**src/rtl/spi_pkg.sv**
```systemverilog
// Shared types for the SPI transmit path (FIFO read side + shift engine).
package spi_pkg;

   localparam int SPI_DATA_WIDTH = 32;

   typedef enum logic [2:0] {
      IDLE,
      FETCH,
      LOAD,
      SHIFT,
      HOLD
   } spi_state_t;

   typedef struct packed {
      logic cpol;
      logic cpha;
   } spi_mode_t;

endpackage

```
**src/rtl/spi_clk_gen.sv**
```systemverilog
// SCLK divider: spi_sck toggling, leading/trailing strobes, edge counter.
module spi_clk_gen
   import spi_pkg::*;
#(
   parameter int DATA_WIDTH = SPI_DATA_WIDTH,
   parameter int CLK_DIV    = 4
) (
   input  logic SCLK,
   input  logic rst_n,
   input  logic start,
   input  logic run,
   input  logic cpol,
   output logic sck,
   output logic lead,
   output logic trail,
   output logic first,
   output logic last
);

   localparam int DW = (CLK_DIV > 1) ? $clog2(CLK_DIV) : 1;
   localparam int EW = $clog2(2 * DATA_WIDTH + 1);
   localparam logic [DW-1:0] DIV_LAST = DW'(CLK_DIV - 1);
   localparam logic [EW-1:0] EDGE_ONE = EW'(1);
   localparam logic [EW-1:0] EDGE_LAST = EW'(2 * DATA_WIDTH);

   logic [DW-1:0] div;
   logic [EW-1:0] edge_cnt;
   logic [EW-1:0] edge_nxt;
   logic          tick;

   assign tick     = run & (div == DIV_LAST);
   assign edge_nxt = edge_cnt + 1'b1;
   // odd-numbered edges are leading, even-numbered are trailing
   assign lead     = tick & edge_nxt[0];
   assign trail    = tick & ~edge_nxt[0];
   assign first    = (edge_nxt == EDGE_ONE);
   assign last     = (edge_nxt == EDGE_LAST);

   always_ff @(posedge SCLK or negedge rst_n) begin
      if (!rst_n) begin
         div      <= '0;
         edge_cnt <= '0;
         sck      <= 1'b0;
      end else if (start) begin
         div      <= '0;
         edge_cnt <= '0;
         sck      <= cpol;
      end else if (run) begin
         if (tick) begin
            div      <= '0;
            edge_cnt <= edge_nxt;
            sck      <= ~sck;
         end else begin
            div <= div + 1'b1;
         end
      end else begin
         sck <= cpol;
      end
   end

endmodule

```
**src/rtl/spi_tx_engine.sv**
```systemverilog
// SPI master shift engine fed by the Tx FIFO read port.
// Optional SPI_LOOPBACK_EN adds an internal MOSI->RX loopback input.
module spi_tx_engine
   import spi_pkg::*;
#(
   parameter int DATA_WIDTH = SPI_DATA_WIDTH,
   parameter int CLK_DIV    = 4,
   parameter int CS_HOLD    = 2
) (
   input  logic                  SCLK,
   input  logic                  rst_n,
   input  logic                  enable,
   input  logic                  cpol,
   input  logic                  cpha,
`ifdef SPI_LOOPBACK_EN
   input  logic                  loopback,
`endif
   input  logic                  fifo_empty,
   output logic                  fifo_rd_en,
   input  logic [DATA_WIDTH-1:0] fifo_data,
   output logic                  spi_sck,
   output logic                  spi_mosi,
   input  logic                  spi_miso,
   output logic                  spi_cs_n,
   output logic [DATA_WIDTH-1:0] rx_data,
   output logic                  rx_valid,
   output logic                  busy
);

   localparam int HW = (CS_HOLD > 1) ? $clog2(CS_HOLD) : 1;
   localparam logic [HW-1:0] HOLD_LAST = HW'(CS_HOLD - 1);

   spi_state_t            state;
   spi_mode_t             mode;
   logic [DATA_WIDTH-1:0] tx_sr;
   logic [DATA_WIDTH-1:0] rx_sr;
   logic [HW-1:0]         hold_cnt;
   logic                  lead;
   logic                  trail;
   logic                  first;
   logic                  last;
   logic                  sample;
   logic                  shift;
   logic                  din;

`ifdef SPI_LOOPBACK_EN
   logic lb;
   assign din = lb ? spi_mosi : spi_miso;
`else
   assign din = spi_miso;
`endif

   spi_clk_gen #(
      .DATA_WIDTH(DATA_WIDTH),
      .CLK_DIV   (CLK_DIV)
   ) u_clk_gen (
      .SCLK (SCLK),
      .rst_n(rst_n),
      .start(state == LOAD),
      .run  (state == SHIFT),
      .cpol (mode.cpol),
      .sck  (spi_sck),
      .lead (lead),
      .trail(trail),
      .first(first),
      .last (last)
   );

   // the rx_valid cycle is a forced idle gap between frames
   assign fifo_rd_en = (state == IDLE) & enable
                     & ~fifo_empty & ~rx_valid;
   assign busy     = (state != IDLE);
   assign spi_mosi = tx_sr[DATA_WIDTH-1];
   assign sample   = mode.cpha ? trail : lead;
   assign shift    = mode.cpha ? (lead & ~first)
                               : (trail & ~last);

   always_ff @(posedge SCLK or negedge rst_n) begin
      if (!rst_n) begin
         state    <= IDLE;
         mode     <= '0;
         tx_sr    <= '0;
         rx_sr    <= '0;
         hold_cnt <= '0;
         spi_cs_n <= 1'b1;
         rx_data  <= '0;
         rx_valid <= 1'b0;
`ifdef SPI_LOOPBACK_EN
         lb       <= 1'b0;
`endif
      end else begin
         rx_valid <= 1'b0;
         unique case (state)
            IDLE: begin
               if (fifo_rd_en) begin
                  mode.cpol <= cpol;
                  mode.cpha <= cpha;
`ifdef SPI_LOOPBACK_EN
                  lb        <= loopback;
`endif
                  state     <= FETCH;
               end
            end
            FETCH: state <= LOAD;
            LOAD: begin
               tx_sr    <= fifo_data;
               rx_sr    <= '0;
               spi_cs_n <= 1'b0;
               state    <= SHIFT;
            end
            SHIFT: begin
               if (shift)
                  tx_sr <= {tx_sr[DATA_WIDTH-2:0], 1'b0};
               if (sample)
                  rx_sr <= {rx_sr[DATA_WIDTH-2:0], din};
               if (trail & last) begin
                  hold_cnt <= '0;
                  state    <= HOLD;
               end
            end
            HOLD: begin
               if (hold_cnt == HOLD_LAST) begin
                  spi_cs_n <= 1'b1;
                  rx_data  <= rx_sr;
                  rx_valid <= 1'b1;
                  state    <= IDLE;
               end else begin
                  hold_cnt <= hold_cnt + 1'b1;
               end
            end
            default: state <= IDLE;
         endcase
      end
   end

endmodule
```
**config.mk**
```make
export PLATFORM = sky130hd
export DESIGN_NAME = spi_tx_engine
export DESIGN_NICKNAME = d
export VERILOG_FILES = /design/src/rtl/spi_pkg.sv /design/src/rtl/spi_clk_gen.sv /design/src/rtl/spi_tx_engine.sv
export SDC_FILE = /design/constraint.sdc
export NUM_CORES = 1
export LEC_CHECK = 0
export CORE_MARGIN = 4
export CORE_UTILIZATION = 43
export DETAILED_ROUTE_END_ITERATION = 8
export GPL_TIMING_DRIVEN = 0
export PLACE_DENSITY = 0.66
export RECOVER_POWER = 50
export SYNTH_ARGS = -nofsm -noshare
export SYNTH_HDL_FRONTEND = slang
export SYNTH_HIERARCHICAL = 1
export SYNTH_SLANG_ARGS = --single-unit
```
**constraint.sdc**
```tcl
create_clock -name SCLK -period 3.1 [get_ports SCLK]
set_input_delay 0.31 -clock SCLK [delete_from_list [all_inputs] [get_ports SCLK]]
set_output_delay 0.31 -clock SCLK [all_outputs]
set_load 0.02 [all_outputs]
```
==> After elaboration in Yosys (flattened, before gate mapping) <==
Cells that the tools add are included.
{ "op_classes": {"n_addsub": 3, "n_mul": 0, "div": 0, "n_lt_le_gt_ge": 0, "n_eq_ne": 13, "shift": 0, "muxes": 26, "n_bitwise": 15, "n_reduce_logical": 14} }
{ "ops": {"columns": ["cell", "n"], "rows": [
  ["one-hot mux 32 bit (2 select lines)", 2],
  ["two-way mux 32 bit", 2],
  ["two-way mux 7 bit", 3],
  ["one-hot mux 3 bit (5 select lines)", 1],
  ["AND reduction 2 bit", 7],
  ["two-way mux 1 bit", 10],
  ["inequality test 2 bit, second input constant", 5],
  ["bitwise AND 1 bit", 9],
  ["two-way mux 3 bit", 3],
  ["nonzero test 2 bit", 4],
  ["adder 7 x 1 -> 7 bit, second input constant", 1],
  ["== test 7 x 1 -> 1 bit, second input constant", 1],
  ["== test 7 bit, second input constant", 1],
  ["== test 3 x 2 -> 1 bit, second input constant", 2],
  ["two-way mux 2 bit", 3],
  ["NOT 1 bit", 6],
  ["one-hot mux 1 bit (2 select lines)", 2],
  ["== test 3 x 1 -> 1 bit, second input constant", 1],
  ["== test 3 bit, second input constant", 1],
  ["zero test 3 bit", 1],
  ["inequality test 3 x 2 -> 1 bit, second input constant", 1],
  ["AND reduction 3 bit", 1],
  ["nonzero test 3 bit", 1],
  ["adder 2 x 1 -> 2 bit, second input constant", 1],
  ["other kinds (2)", 2]
]} }
{ "word_totals": {"regBits": 114, "latchBits": 0, "ram_bits": 0, "mem_bits_ro": 0, "in_bits": 39, "out_inout_bits": 38, "elab_cells": 83, "memories": 0} }

==> Longest topological paths before layout <==
Gate-level depths: netlist of run 1.
{ "depth": {"ltp_word": 7, "mapped_depth": 10, "ltp_nobuf": 8} }

==> Hierarchy <==
The synthesis of run 1 kept the hierarchy.
{ "by_module_without_submodules": {"columns": ["mod", "instances", "cells_per_inst", "area_each_um2", "seq_area_each_um2"], "rows": [
  ["spi_tx_engine", 1, 383, 4688.2, 2603.7],
  ["spi_clk_gen", 1, 69, 618.1, 250.2]
]} }

==> Worst setup path before layout of run 1 <==
OpenSTA, ideal clock, no wires.
{ "synth_path": {"path_type": "register -> register", "from": "register state[0]", "to": "register tx_sr[21]", "setup_ns": 0.133, "arrival_ns": 2.373, "required_ns": 2.967, "setup_slack_ns": 0.595, "stages_incl_launch_ff": 11, "n_path_buf": 4, "synth_period_minus_slack_ns": 2.505, "path_cell_list": "dfrtp_1 > and3b_1 > buf_2 > buf_2 > buf_2 > nand2_2 > nor2_1 > or3b_4 > buf_6 > a2111oi_2 > nor3_1"} }
{ "synth_between": {"elab_chain_cells": 7, "elab_cells_between_ends": 12, "classes_between": "eq/ne (3); mux (2); bitwise (5); reduce/logical (2)"} }
{ "synth_lines": {"columns": ["element", "line", "rtl"], "rows": [
  ["start, declared", "spi_tx_engine.sv:33", "spi_state_t state;"],
  ["start signal, assigned", "spi_tx_engine.sv:80", "state <= IDLE;"],
  ["start signal, assigned", "spi_tx_engine.sv:101", "state <= FETCH;"],
  ["start signal, assigned", "spi_tx_engine.sv:104", "FETCH: state <= LOAD;"],
  ["== test 3 x 2 -> 1 bit", "spi_tx_engine.sv:60", ".run (state == SHIFT),"],
  ["bitwise AND 1 bit", "spi_clk_gen.sv:31", "assign tick = run & (div == DIV_LAST);"],
  ["bitwise AND 1 bit", "spi_clk_gen.sv:35", "assign trail = tick & ~edge_nxt[0];"],
  ["via trail", "spi_tx_engine.sv:39", "logic trail;"],
  ["bitwise AND 1 bit", "spi_tx_engine.sv:76", ": (trail & ~last);"],
  ["two-way mux 1 bit", "spi_tx_engine.sv:75", "assign shift = mode.cpha ? (lead & ~first)"],
  ["inequality test 2 bit (no source line)", null, null],
  ["AND reduction 2 bit (no source line)", null, null],
  ["end signal, assigned", "spi_tx_engine.sv:106", "tx_sr <= fifo_data;"],
  ["end signal, assigned", "spi_tx_engine.sv:113", "tx_sr <= {tx_sr[DATA_WIDTH-2:0], 1'b0};"],
  ["end, declared", "spi_tx_engine.sv:35", "logic [DATA_WIDTH-1:0] tx_sr;"]
]} }
The timed path passes the listed nets, and every way through them passes these cells.
A chain may end at the register's enable or synchronous reset.

==> Worst setup path after layout of run 1 <==
Same ends and word-level chain as after synthesis.

==> results by group, run 1 <==
Drt
  – Detailed-route DRC error count: 0
  – Vias per cell: 5.17
  – First-pass detailed-route iteration total: 4
  – Mean routed wirelength per cell: 15.2 um
  – DRT iter0 DRCs: 212
  – Via count: 3766
  – Total Routed Length: 11100 um
  – Post-route ant nets: 0

Die
  – Core Region: 12100 um^2
  – Top-level I/O count: 77
  – Initial standard-cell utilization of the core: 44.0%
  – Total Die Area: 14200 um^2
  – FP Rows: 40
  – Width of the die: 119 um
  – Vert. Die Dim: 119 um

Place
  – Global placer's final weighted congestion: 0.851
  – Placed Instance Area: 6300 um^2
  – Number of buffers added on ports: 76
  – Placed wire-length estimate: 7720 um
  – Number of cells after detailed placement: 697

Timing
  – Worst slew margin relative to its limit: 20.1%
  – Final slew viol count: 0
  – Fin Clk Skew: 8.39 ps
  – Worst Tran Pin Value: 1200 ps
  – Hold violation count in the final report: 0
  – Accumulated negative setup slack: 0 ps
  – Fmax achieved: 0.351 GHz
  – Crit path time final: 2850 ps
  – Setup-failing EPs final: 0
  – Period utilization: 92.0%
  – RSZ-0062 raised after global routing: no

Worst setup path
  – Worst reg-to-reg path cell count: 10
  – Slowest stage cell, crit path: sky130_fd_sc_hd__dfrtp_2
  – CP Data Arrival Time: 3120 ps
  – Largest stage delay on the critical path: 440 ps
  – Maximum fanout count along the critical path: 10
  – Worst path most repeated cell: sky130_fd_sc_hd__buf_2
  – Slack of the worst reg-to-reg path: 250 ps
  – Data required time of the worst path: 3370 ps
  – Type of the worst setup path: reg2reg
  – Critical Path, Cell by Cell: and3b_1, buf_2, buf_2, buf_2, nand2_2, nor2_2, or3b_4, buf_6, a2111oi_2, nor3_1
  – Crit. End Element: flop
  – Crit start category: flop
  – Worst reg2reg startpoint: state[0]
  – End of the worst register-to-register path: tx_sr[21]

Synthesis
  – Post-synth net total: 495
  – Share of synthesized registers carrying an async set or reset: 100%
  – Cells taking the most area after synthesis: sky130_fd_sc_hd__dfrtp_1, sky130_fd_sc_hd__mux2_1, sky130_fd_sc_hd__mux2i_1, sky130_fd_sc_hd__o221a_1, sky130_fd_sc_hd__nand2_1
  – Library cells used by synthesis: 53
  – Most frequently used flop master after synthesis: sky130_fd_sc_hd__dfrtp_1
  – EDFF count, synth: 0
  – Number of warnings reported in the yosys synthesis log: 6
  – Cell type contributing the most total cell area after synthesis: sky130_fd_sc_hd__dfrtp_1
  – Dominant cell by count in the synthesized netlist: sky130_fd_sc_hd__dfrtp_1
  – Synth Cell Area: 5310 um^2
  – Top-area cell type share of the netlist area: 53.3%
  – Synthesized area divided by synthesized cell count: 11.7 um^2
  – Count of mapped cells out of synthesis: 452
  – Sequential area share after synthesis: 53.8%
  – Post-synth top cells: sky130_fd_sc_hd__dfrtp_1, sky130_fd_sc_hd__nand2_1, sky130_fd_sc_hd__inv_1
  – Flops & latches, synth: 114

Power
  – Overall power of the completed layout: 3.90 mW
  – Static leakage: 2.99 nW
  – Peak supply drop: 0.289 mV
  – PD cells: 566 nW/um^2

Job
  – Max Cap Viol: 0

Final layout
  – Area growth, synth to finish: 29.8%
  – Final nets: 592
  – Final Instance Count excl. Fillers: 729
  – Count of fill cells added during filler insertion: 1019
  – Ant diodes: 0
  – Fraction of final layout cells sized beyond drive strength 1: 12.1%
  – Core occupancy in the finished layout: 57.1%
  – Finished layout cell area: 6890 um^2

Min path
  – Worst hold start: rx_data[8]
  – Hold Path Depth: 1
  – Worst-case hold path end point: rx_data[8]
  – Hold Crit Class: reg2reg

Clocking
  – Clock input transition at the sequential cells of the worst setup and hold paths: 50 ps
  – TritonCTS sink count: 114
  – CTS HTree Levels: 4
  – Post-CTS Setup Bufs: 0
  – Clk root buf: sky130_fd_sc_hd__clkbuf_16
  – Max clock buf depth: 2
  – Clock buffer count from CTS: 17
  – Source-to-sink clock delay at the later pin of the worst-skew pair: 400 ps
  – Clock tree from TritonCTS: built

Global routing
  – Grt ovf: 0
  – Initial antenna violation count: 0
  – Overall track demand over capacity in global routing: 16.7%
  – First-pass GRT wire length: 19000 um
  – Pin count of the biggest net entering global routing: 65
  – Vias in the first global route: 3886

Run status
  – Status: finished, final reports clean
worst max-delay path, delay by kind of cell, from the launching register on:
kind / cells / cell delay, ps
AOI/OAI and AO/OA: 1 / 410
buffers and inverters: 4 / 830
DFF: 1 / 440
and+or+nand+nor: 5 / 1050
cell usage in the layout (no fill, tap or decap), types with 7 or more instances in the layout:
| master | instances |
|---|---|
| sky130_fd_sc_hd__mux2i_1 | 34 |
| sky130_fd_sc_hd__nor4_1 | 7 |
| sky130_fd_sc_hd__nor2_1 | 7 |
| sky130_fd_sc_hd__inv_1 | 36 |
| sky130_fd_sc_hd__mux2_1 | 34 |
| sky130_fd_sc_hd__a21oi_1 | 11 |
| sky130_fd_sc_hd__nor3_1 | 10 |
| sky130_fd_sc_hd__clkbuf_1 | 15 |
| sky130_fd_sc_hd__buf_2 | 7 |
| sky130_fd_sc_hd__clkbuf_16 | 17 |
| sky130_fd_sc_hd__or2_0 | 9 |
| sky130_fd_sc_hd__nand3_1 | 8 |
| sky130_fd_sc_hd__nand2_1 | 41 |
| sky130_fd_sc_hd__clkdlybuf4s50_1 | 64 |
| sky130_fd_sc_hd__or2_1 | 12 |
| sky130_fd_sc_hd__o22ai_1 | 9 |
| sky130_fd_sc_hd__o221a_1 | 21 |
| sky130_fd_sc_hd__dfrtp_1 | 112 |
| sky130_fd_sc_hd__dlygate4sd3_1 | 12 |
kinds of logic (layout without fill, tap and decap cells):
family                   after synthesis  count (layout)  synth area share (%)
adder cells (fa/ha/maj)                4               4                 0.943
AO/OA/AOI/OAI                         67              67                  11.8
AND/OR/NAND/NOR                      127             127                  13.2
buffers and inverters                 69             178                  6.08
flip-flops                           114             114                  53.8
multiplexers                          68              68                  13.6
XOR/XNOR                               3               3                 0.495
power by group:
part | switching, mW | internal [mW] | leakage (nW)
Combinational | 0.103 | 0.152 | 1.25
Clock | 0.653 | 1.34 | 0.298
Sequential | 0.0727 | 1.58 | 1.45
cell type report:
class	instances	area (um^2)	area share, %
plain buffers	30	166	2.42
clock buffers	22	484	7.03
clock inverters	9	129	1.87
inverters	39	146	2.12
multi-input cells	269	2120	30.8
flip-flops and latches	114	2860	41.4
well taps	168	210	3.05
repair buffers	78	773	11.2
worst max path at each step:
stage | from | endpoint | slack, ps | depth (start not counted)
after global routing | state[0] | tx_sr[21] | 70 | 10
after global placement | rst_n | tx_sr[24] | -2620 | 1
final | state[0] | tx_sr[21] | 250 | 10
after CTS | state[0] | tx_sr[30] | 90 | 10
after floorplan | state[0] | tx_sr[21] | 590 | 10
after detailed placement | state[0] | tx_sr[30] | 120 | 10
what timing repair did:
item / 4_1_cts / 5_1_grt
gates resized for setup: 0 / 2
endpoints found under the setup margin: 0 / 26
hold buffers: 1 / 0
endpoints found under the hold margin: 50 / 0
layer usage:
layer	track usage [%]	vias to the layer above	routed length, um
met1	21.2	1886	4910
met3	4.94	11	411
li1	-	1800	-
met4	5.00	0	129
met5	0	-	0
met2	27.5	69	5610
per-stage QoR:
step | hold WS, ps | worst slack, ps
after global placement | 465 | -2620
after CTS | 485 | 85.7
final | 472 | 249
after floorplan | 14.4 | 595
after global routing | 487 | 69.9
after detailed placement | 385 | 115
registers in the layout (all words and copies together), names as in the netlist:
| signal | count |
|---|---|
| hold_cnt | 1 |
| mode | 2 |
| rx_data | 32 |
| rx_sr | 32 |
| rx_valid | 1 |
| spi_cs_n | 1 |
| state | 3 |
| tx_sr | 32 |
| u_clk_gen/div | 2 |
| u_clk_gen/edge_cnt | 7 |
| u_clk_gen/sck | 1 |
(Power assumes the default switching activity.)
==> run 2: changes to the inputs <==
--- a/config.mk
+++ b/config.mk
@@ -5,11 +5,14 @@
 export SDC_FILE = /design/constraint.sdc
 export NUM_CORES = 1
 export LEC_CHECK = 0
+export CELL_PAD_IN_SITES_DETAIL_PLACEMENT = 0
+export CELL_PAD_IN_SITES_GLOBAL_PLACEMENT = 1
 export CORE_MARGIN = 4
 export CORE_UTILIZATION = 43
 export DETAILED_ROUTE_END_ITERATION = 8
+export GPL_ROUTABILITY_DRIVEN = 0
 export GPL_TIMING_DRIVEN = 0
-export PLACE_DENSITY = 0.66
+export PLACE_DENSITY_LB_ADDON = 0.1
 export RECOVER_POWER = 50
 export SYNTH_ARGS = -nofsm -noshare
 export SYNTH_HDL_FRONTEND = slang
==> run 2 against run 1 <==
Against the previous run: the flow now finishes with violations (capacitance limit, slew limit); first-iteration DRC count down 8.0%; maximum frequency shrank 0.31%; design area rose by 0.47%; via count decreased by 1.9%; core utilization rose by 0.27 points; critical path type unchanged; critical endpoint unchanged; highest routed layer unchanged.
==> results by group, run 2 (synthesis gave the netlist of run 1 again) <==
Worst setup path
  – Crit. End Element: flop
  – Sum of buffers and inverters on the critical path: 4 (unchanged)
  – CP Data Arrival Time: 3140 ps (+20 ps)
  – Critical Path, Cell by Cell: and3b_1, buf_2, buf_2, buf_2, nand2_2, nor2_2, or3b_4, buf_6, a2111oi_2, nor3_1
  – Slowest stage cell, crit path: sky130_fd_sc_hd__dfrtp_2
  – Maximum fanout count along the critical path: 10 (unchanged)
  – Data required time of the worst path: 3380 ps (about the same)
  – Worst path most repeated cell: sky130_fd_sc_hd__buf_2
  – Kind of cell adding the most delay to the critical path: simple AND/OR/NAND/NOR gates
  – Crit start category: flop
  – Largest stage delay on the critical path: 440 ps (about the same)
  – Type of the worst setup path: reg2reg

Global routing
  – Grt ovf: 0 (unchanged)
  – Initial antenna violation count: 0 (unchanged)
  – Vias in the first global route: 3812 (-1.9%)
  – Pin count of the biggest net entering global routing: 75 (+15%)
  – Overall track demand over capacity in global routing: 16.4% (-0.23 points)
  – First-pass GRT wire length: 18700 um (-1.5%)

Die
  – Core Region: 12100 um^2 (unchanged)
  – FP Rows: 40 (unchanged)
  – Initial standard-cell utilization of the core: 44.0% (unchanged)
  – Top-level I/O count: 77 (unchanged)
  – Width of the die: 119 um (unchanged)
  – Vert. Die Dim: 119 um (unchanged)
  – Total Die Area: 14200 um^2 (unchanged)

Clocking
  – CTS HTree Levels: 4 (unchanged)
  – TritonCTS sink count: 114 (unchanged)
  – Post-CTS Setup Bufs: 0 (unchanged)
  – Max clock buf depth: 2 (unchanged)
  – Clock buffer count from CTS: 17 (unchanged)
  – Source-to-sink clock delay at the later pin of the worst-skew pair: 410 ps (about the same)
  – Clk root buf: sky130_fd_sc_hd__clkbuf_16
  – Clock tree from TritonCTS: built
  – Clock input transition at the sequential cells of the worst setup and hold paths: 50 ps (about the same)

Place
  – Placed wire-length estimate: 7600 um (-1.6%)
  – Placed Instance Area: 6310 um^2 (about the same)
  – Number of buffers added on ports: 76 (unchanged)
  – Number of cells after detailed placement: 697 (unchanged)

Power
  – Static leakage: 3.01 nW (+0.58%)
  – Internal power: 3.06 mW (-0.45%)
  – Logic pwr share: 6.6% (about the same)
  – Peak supply drop: 0.392 mV (+35%)
  – Switching part of the total: 21.2% (about the same)
  – Overall power of the completed layout: 3.88 mW (-0.45%)
  – P_sw: 0.824 mW (-0.42%)
  – Power share of the sequential group: 42.5% (about the same)
  – PD cells: 561 nW/um^2 (-0.91%)
  – Clk pwr share: 50.9% (-0.2 points)

Drt
  – DRT iter0 DRCs: 195 (-8.0%)
  – Length of routed met3 wiring: 491 um (+19%)
  – Via count: 3694 (-1.9%)
  – Mean routed wirelength per cell: 14.9 um (-1.5%)
  – Total Routed Length: 10900 um (-1.4%)
  – Detailed-route DRC error count: 0 (unchanged)
  – Sum of routed wire segments on met1: 5000 um (+1.9%)
  – First-pass detailed-route iteration total: 4 (unchanged)
  – Detail Route met2 WL: 5180 um (-7.7%)
  – Post-route ant nets: 0 (unchanged)
  – Max layer used: met4
  – Vias per cell: 5.06 (-2.0%)

Timing
  – Worst Tran Pin Value: 2030 ps (+830 ps)
  – Hold violation count in the final report: 0 (unchanged)
  – Fin Clk Skew: 6.70 ps (-1.70 ps)
  – Fmax achieved: 0.350 GHz (-0.31%)
  – Crit path time final: 2860 ps (+9.00 ps)
  – Worst slew margin relative to its limit: -35.3% (-55 points)
  – Final slew viol count: 41 (+41)
  – Period utilization: 92.2% (+0.29 points)
  – Setup-failing EPs final: 0 (unchanged)
  – RSZ-0062 raised after global routing: no

Min path
  – Hold Crit Class: in2reg

Final layout
  – Final Instance Count excl. Fillers: 730 (+0.14%)
  – Ant diodes: 0 (unchanged)
  – Finished layout cell area: 6920 um^2 (+0.47%)
  – Final nets: 592 (unchanged)
  – Top library cells by usage in the layout, fill and taps aside: sky130_fd_sc_hd__dfrtp_1, sky130_fd_sc_hd__clkdlybuf4s50_1, sky130_fd_sc_hd__nand2_1
  – Area growth, synth to finish: 30.4%
  – Most frequent standard cell in the layout excluding fill and tap cells: sky130_fd_sc_hd__dfrtp_1
  – Fraction of final layout cells sized beyond drive strength 1: 12.3% (+0.16 points)
  – Top flop regs: rx_data x32, rx_sr x32, tx_sr x32

Job
  – Max Cap Viol: 1 (+1)

Run status
  – Status: finished, violations left
  – Failing checks: capacitance limit, slew limit
-- run 2: cell types whose count changed in the layout (fill, tap and decap cells not counted), sizes merged --
cell,delta
clkdlybuf4s25,+1
clkdlybuf4s50,-1
buf,+2
dlygate4sd3,+1
clkbuf,-2
-- run 2: layout make-up --
| cell class | instances | area (um^2) |
|---|---|---|
| clock buffers | 23 | 478 |
| plain buffers | 30 | 175 |
| repair buffers | 78 | 798 |
| flip-flops and latches | 114 | 2860 |
| multi-input cells | 269 | 2130 |
| fillers | 1077 | 5140 |
| well taps | 168 | 210 |
| clock inverters | 9 | 129 |
| inverters | 39 | 146 |
-- run 2: path summary, 6_finish.rpt --
| check | startpoint | end | slack [ps] | cells past startpoint |
|---|---|---|---|---|
| min in group asynchronous | rst_n | rx_data[18] | 1200 | 2 |
| worst min-delay path | spi_miso | rx_sr[0] | 460 | 3 |
| worst min register to register | rx_data[10] | rx_data[10] | 470 | 1 |
| worst max register to register | state[0] | tx_sr[21] | 240 | 10 |
| worst max-delay path | state[0] | tx_sr[21] | 240 | 10 |
| max in group asynchronous | rst_n | state[0] | 570 | 2 |
-- run 2: tightest hold or removal path, cell delays in order --
cell and delay, ps:
sky130_fd_sc_hd__clkdlybuf4s50_1 390, sky130_fd_sc_hd__nand2_1 60, sky130_fd_sc_hd__mux2i_1 60
-- run 2: metrics by stage --
| stage | hold WS (ps) | setup TNS (ps) | util (%) | setup WS (ps) |
|---|---|---|---|---|
| after floorplan | 14.4 | 0 | - | 595 |
| after CTS | 382 | 0 | 57.4 | 48.8 |
| after global routing | 463 | 0 | 57.4 | 24.4 |
| final | 458 | 0 | 57.4 | 240 |
| after detailed placement | 246 | 0 | 52.3 | 59.8 |
| after global placement | 465 | -312580 | 52.0 | -2760 |
-- run 2: power groups by stage --
stage / sequential [mW] / clock (mW) / combinational, mW
after floorplan: 1.66 / 0 / 0.146
after global placement: 1.67 / 0 / 0.251
after detailed placement: 1.67 / 0 / 0.260
after CTS: 1.65 / 2.02 / 0.262
after global routing: 1.66 / 2.08 / 0.283
final: 1.65 / 1.98 / 0.255
-- run 2: repair_timing --
item,in CTS,in global routing
endpoints found under the hold margin,39,0
hold buffers,1,0
endpoints found under the setup margin,0,36
resized for setup,0,5
-- run 2: metal layers --
layer,up-vias,GRT usage (%)
met4,0,7.02
met3,22,4.65
met5,-,0
met1,1804,21.3
li1,1793,-
met2,75,25.8
==> run 3: changes to the inputs <==
--- a/config.mk
+++ b/config.mk
@@ -14,6 +14,7 @@
 export GPL_TIMING_DRIVEN = 0
 export PLACE_DENSITY_LB_ADDON = 0.1
 export RECOVER_POWER = 50
+export SETUP_SLACK_MARGIN = 0.02
 export SYNTH_ARGS = -nofsm -noshare
 export SYNTH_HDL_FRONTEND = slang
 export SYNTH_HIERARCHICAL = 1
==> results of run 3 <==
Same layout as run 2: the final DEF is identical, and so are final timing and power.
